## src/rtl/fsm_pkg.sv

```systemverilog
// Shared encodings for the 1011 lock detector: FSM states, debug width
// and the pattern being hunted for.
package fsm_pkg;

  localparam int DBG_W = 3;
  localparam logic [3:0] PATTERN = 4'b1011;

  typedef enum logic [DBG_W-1:0] {
    S0    = 3'd0,
    S1    = 3'd1,
    S10   = 3'd2,
    S101  = 3'd3,
    S1011 = 3'd4
  } state_t;

endpackage

```

## src/rtl/sat_counter.sv

```systemverilog
// Up-counter that sticks at MAX; clear beats increment, reset loads INIT.
module sat_counter #(
  parameter int           W    = 8,
  parameter logic [W-1:0] MAX  = '1,
  parameter logic [W-1:0] INIT = '0
) (
  input  logic         clk,
  input  logic         reset,
  input  logic         clr,
  input  logic         inc,
  output logic [W-1:0] q
);

  always_ff @(posedge clk) begin
    if (reset) begin
      q <= INIT;
    end else if (clr) begin
      q <= '0;
    end else if (inc && (q != MAX)) begin
      q <= q + 1'b1;
    end
  end

endmodule

```

## src/rtl/seq_lock_detector.sv

```systemverilog
// Overlapping 1011 detector on a qualified serial stream, with a match
// counter and a lock flag that tracks whether matches arrive every PERIOD bits.
module seq_lock_detector
  import fsm_pkg::*;
#(
  parameter int CNT_W  = 8,
  parameter int PERIOD = 3,
  parameter int LOCK_N = 2
) (
  input  logic             clk,
  input  logic             reset,
  input  logic             in_valid,
  input  logic             din,
  input  logic             count_clr,
  output logic             match,
  output logic [CNT_W-1:0] match_count,
  output logic             locked,
  output logic [DBG_W-1:0] state_dbg
);

  localparam int IW = $clog2(PERIOD + 2);
  localparam int SW = $clog2(LOCK_N + 1);
  localparam logic [IW-1:0] INT_MAX    = IW'(PERIOD + 1);
  localparam logic [IW:0]   PERIOD_EXT = (IW + 1)'(PERIOD);
  localparam logic [SW-1:0] STREAK_MAX = SW'(LOCK_N);

  state_t        state;
  state_t        state_next;
  logic          hit;
  logic [IW-1:0] interval;
  logic [IW:0]   interval_inc;
  logic [SW-1:0] streak;
  logic [SW-1:0] streak_next;

  always_ff @(posedge clk) begin
    if (reset) begin
      state <= S0;
    end else begin
      state <= state_next;
    end
  end

  // Illegal encodings fall back to S0 even while the input is stalled.
  always_comb begin
    state_next = state;
    case (state)
      S0:      if (in_valid) state_next = din ? S1    : S0;
      S1:      if (in_valid) state_next = din ? S1    : S10;
      S10:     if (in_valid) state_next = din ? S101  : S0;
      S101:    if (in_valid) state_next = din ? S1011 : S10;
      S1011:   if (in_valid) state_next = din ? S1    : S10;
      default: state_next = S0;
    endcase
  end

  always_comb begin
    state_dbg = state;
    hit       = in_valid && (state == S101) && (din == PATTERN[0]);
  end

  sat_counter #(
    .W    (CNT_W)
  ) u_match_count (
    .clk  (clk),
    .reset(reset),
    .clr  (count_clr),
    .inc  (hit),
    .q    (match_count)
  );

  // Interval restarts at a match and saturates one past the expected spacing.
  sat_counter #(
    .W    (IW),
    .MAX  (INT_MAX),
    .INIT (INT_MAX)
  ) u_interval (
    .clk  (clk),
    .reset(reset),
    .clr  (hit),
    .inc  (in_valid && !hit),
    .q    (interval)
  );

  always_comb begin
    interval_inc = {1'b0, interval} + 1'b1;
    streak_next  = streak;
    if (hit) begin
      if (interval_inc == PERIOD_EXT) begin
        if (streak != STREAK_MAX) begin
          streak_next = streak + 1'b1;
        end
      end else begin
        streak_next = SW'(1);
      end
    end else if (in_valid && (interval_inc > PERIOD_EXT)) begin
      streak_next = '0;
    end
  end

  always_ff @(posedge clk) begin
    if (reset) begin
      match  <= 1'b0;
      streak <= '0;
      locked <= 1'b0;
    end else begin
      match  <= hit;
      streak <= streak_next;
      if (in_valid) begin
        locked <= (streak_next >= STREAK_MAX);
      end
    end
  end

endmodule

```

## config.mk

```make
export PLATFORM = sky130hd
export DESIGN_NAME = seq_lock_detector
export DESIGN_NICKNAME = d
export VERILOG_FILES = /design/src/rtl/fsm_pkg.sv /design/src/rtl/sat_counter.sv /design/src/rtl/seq_lock_detector.sv
export SDC_FILE = /design/constraint.sdc
export NUM_CORES = 1
export LEC_CHECK = 0
export BUFFER_PORTS_ARGS = -buffer_cell sky130_fd_sc_hd__buf_2
export CORE_ASPECT_RATIO = 0.6
export CORE_MARGIN = 2
export CORE_UTILIZATION = 42
export DETAILED_ROUTE_END_ITERATION = 8
export PLACE_DENSITY = 0.72
export SLEW_MARGIN = 20
export SYNTH_ARGS = -nofsm -noshare
export SYNTH_HDL_FRONTEND = slang
export SYNTH_SLANG_ARGS = --single-unit
```

## constraint.sdc

```tcl
create_clock -name clk -period 2.5 [get_ports clk]
set_input_delay 0 -clock clk [delete_from_list [all_inputs] [get_ports clk]]
set_output_delay 0 -clock clk [all_outputs]
set_load 0.02 [all_outputs]
```

==> metrics.txt <==
WL/cell approximately 13 um; final instance area between 1000 and 1500 um2; die extent in x 65.9 um; DR vias roughly 850; Final Util 51.6%; total placed instance area around 1100 um2; Yosys warning count 0; clk_skew 0.00146 ns; I/O Pins 18; Post-synth EDFFs 0; minimum clock period ~1.7 ns; fraction of layout cells with a size suffix above 1 approximately a fifth; Root Buffer clkbuf_8; Core Region 2160 um2; Worst Hold Class in -> reg; Worst Max-Slew Pin Slew ~0.37 ns; MaxCap Viol Count 0; GR Overflow Total 0; total power draw about 570 uW; mean post-synth cell area between 8 and 9 um2; register area share after synthesis 37.3%; starting density of the core between 40% and 50%; hpwl dp between 1500 and 2000 um; Worst-path clk slew 0.07 ns; Cells after DPL approximately 160; crit path cell chain and4b_1 > o311ai_4 > or3_1 > a21oi_1; type of origin of the critical path flop; worst skew pair latency 0.26 ns; clock sinks 18; slowest stage delay, CP around 0.45 ns; final setup fails 0; CP Data Required Time 2.69 ns; Max Root-Sink Buffers 2; Synth area leader dfxtp_1; Fillers ~210; VDD IR max 0.294 mV; crit path kind reg -> reg; GPL Wtd Cong approximately 0.8; total die area around 2700 um2; Setup crit end kind flop; ANT nets after route 0; Worst path depth 4; fin crit share between 60% and 70%; Slew headroom between 70 and 80%; Total Neg Setup Slack 0 ns; RSZ-0062 raised after global routing no; cell family with most CP delay simple AND/OR/NAND/NOR gates; Final Hold Fails 0; Overall Global Routing Usage around 17%; largest net degree at the start of global routing 21; WL final ~2100 um; synthesized area roughly 970 um2; Layout Cells excl Fill ~160; H-tree depth 1; Via density about 5.4; Post-Syn Instances about 110; number of synthesized register bits 18; IO buf count 17; Row Count 13; Antenna Cells 0; CTS tree yes; status complete, no violations; Syn-to-layout area delta 15.5%; Mapped Nets roughly 120; Fmax slightly below 600 MHz; CP arrival 1.87 ns; Nets 140; die height 41.1 um; hold buffer count at cts 0; first-pass GRT wire length ~3200 um; post-cts gate resize count 0; Hold Path Stages 2; Synth Flop Type dfxtp_1; crit path buf inv count 0; Slowest cell on crit path and4b_1; leakage roughly 0.48 nW; vias in the first global route around 690; router iterations before antenna repair 4; CTS buffer count 3; # DRC 0; PD cells between 500 and 600 nW/um2; Area contributors post-synth dfxtp_1 (37%), ha_1 (6.5%), mux2i_1 (5.2%); postcts setup bufs 0; reg2reg path depth 4; DR iter-0 viols 25; peak fanout along the critical path 9; Synth cell types 36; Slew Viols, Final 0; initial antenna violation count 0; FFs w/ async S/R, synth 0%; share of the synthesized area in the top cell type between 30% and 40%
[layer usage]
metal / vias to the layer above / part of all wire, % / track usage (%)
li1: 432 / - / -
met1: 392 / 51 / 22.1
met2: 23 / 43 / 24.7
met3: 5 / 5.2 / 6.59
met4: 0 / 1.5 / 4.69
met5: - / 0 / 0
[flip-flops by register name, indices dropped and copies added (netlist names)]
register / cells
state_dbg: 3
u_match_count.q: 8
u_interval.q: 3
streak: 2
match: 1
locked: 1
[cell usage in the layout, fill, tap and decap left out, types with 2 or more instances in the layout]
| master | count |
|---|---|
| a311oi_1 | 2 |
| or3_1 | 2 |
| nand2_1 | 6 |
| and3_1 | 2 |
| ha_1 | 5 |
| a21oi_1 | 8 |
| buf_2 | 17 |
| and4_1 | 2 |
| nor2_1 | 12 |
| o21ai_0 | 6 |
| a31oi_1 | 2 |
| inv_1 | 9 |
| or2_2 | 3 |
| nand3_1 | 7 |
| mux2i_1 | 5 |
| dfxtp_1 | 18 |
| clkbuf_8 | 4 |
| nand3b_1 | 2 |
| nand4_1 | 2 |
[final timing paths]
path	start	to	slack, ns
min reg2reg	streak[0]	streak[0]	0.47
min	reset	match	0.06
max reg2reg	state_dbg[0]	u_match_count.q[3]	0.82
max	state_dbg[0]	u_match_count.q[3]	0.82
[cells by family (layout without fill, tap and decap cells)]
family | after synthesis | after routing | synth area share [%]
flops | 18 | 18 | 37.3
buf+inv | 14 | 30 | 6.35
mux | 5 | 5 | 5.18
fa+ha+maj | 5 | 5 | 6.48
xor+xnor | 1 | 1 | 0.907
compound gates | 25 | 25 | 18.0
simple gates | 45 | 45 | 25.8
[per-stage QoR]
stage,hold WS (ns),setup WS [ns]
6_report,0.0567,0.821
5_1_grt,0.0541,0.738
4_1_cts,0.0658,0.846
3_5_place_dp,0.331,0.863
3_3_place_gp,0.313,0.939
2_1_floorplan,0.164,0.960
[layout make-up]
class	instances	area [um2]	share of cell area [%]
well taps	30	37.5	3.36
inverters	9	33.8	3.03
flip-flops and latches	18	360	32.3
clock buffers	4	55.1	4.93
multi-input cells	81	544	48.8
repair buffers	17	85.1	7.62
[Yosys cell counts (2+ instances only)]
cell type / count
a21oi_1: 8
a311oi_1: 2
a31oi_1: 2
and3_1: 2
and4_1: 2
clkbuf_1: 2
dfxtp_1: 18
ha_1: 5
inv_1: 9
mux2i_1: 5
nand2_1: 6
nand3_1: 7
nand3b_1: 2
nand4_1: 2
nor2_1: 12
o21ai_0: 6
or2_2: 3
or3_1: 2
[power by group]
part	leakage (nW)	switching (mW)	internal, mW
Clock	0.0288	0.0996	0.140
Combinational	0.308	0.0235	0.0137
Sequential	0.146	0.00438	0.290
Total	0.482	0.127	0.444
Note: power is estimated with default switching activity, not from simulation.
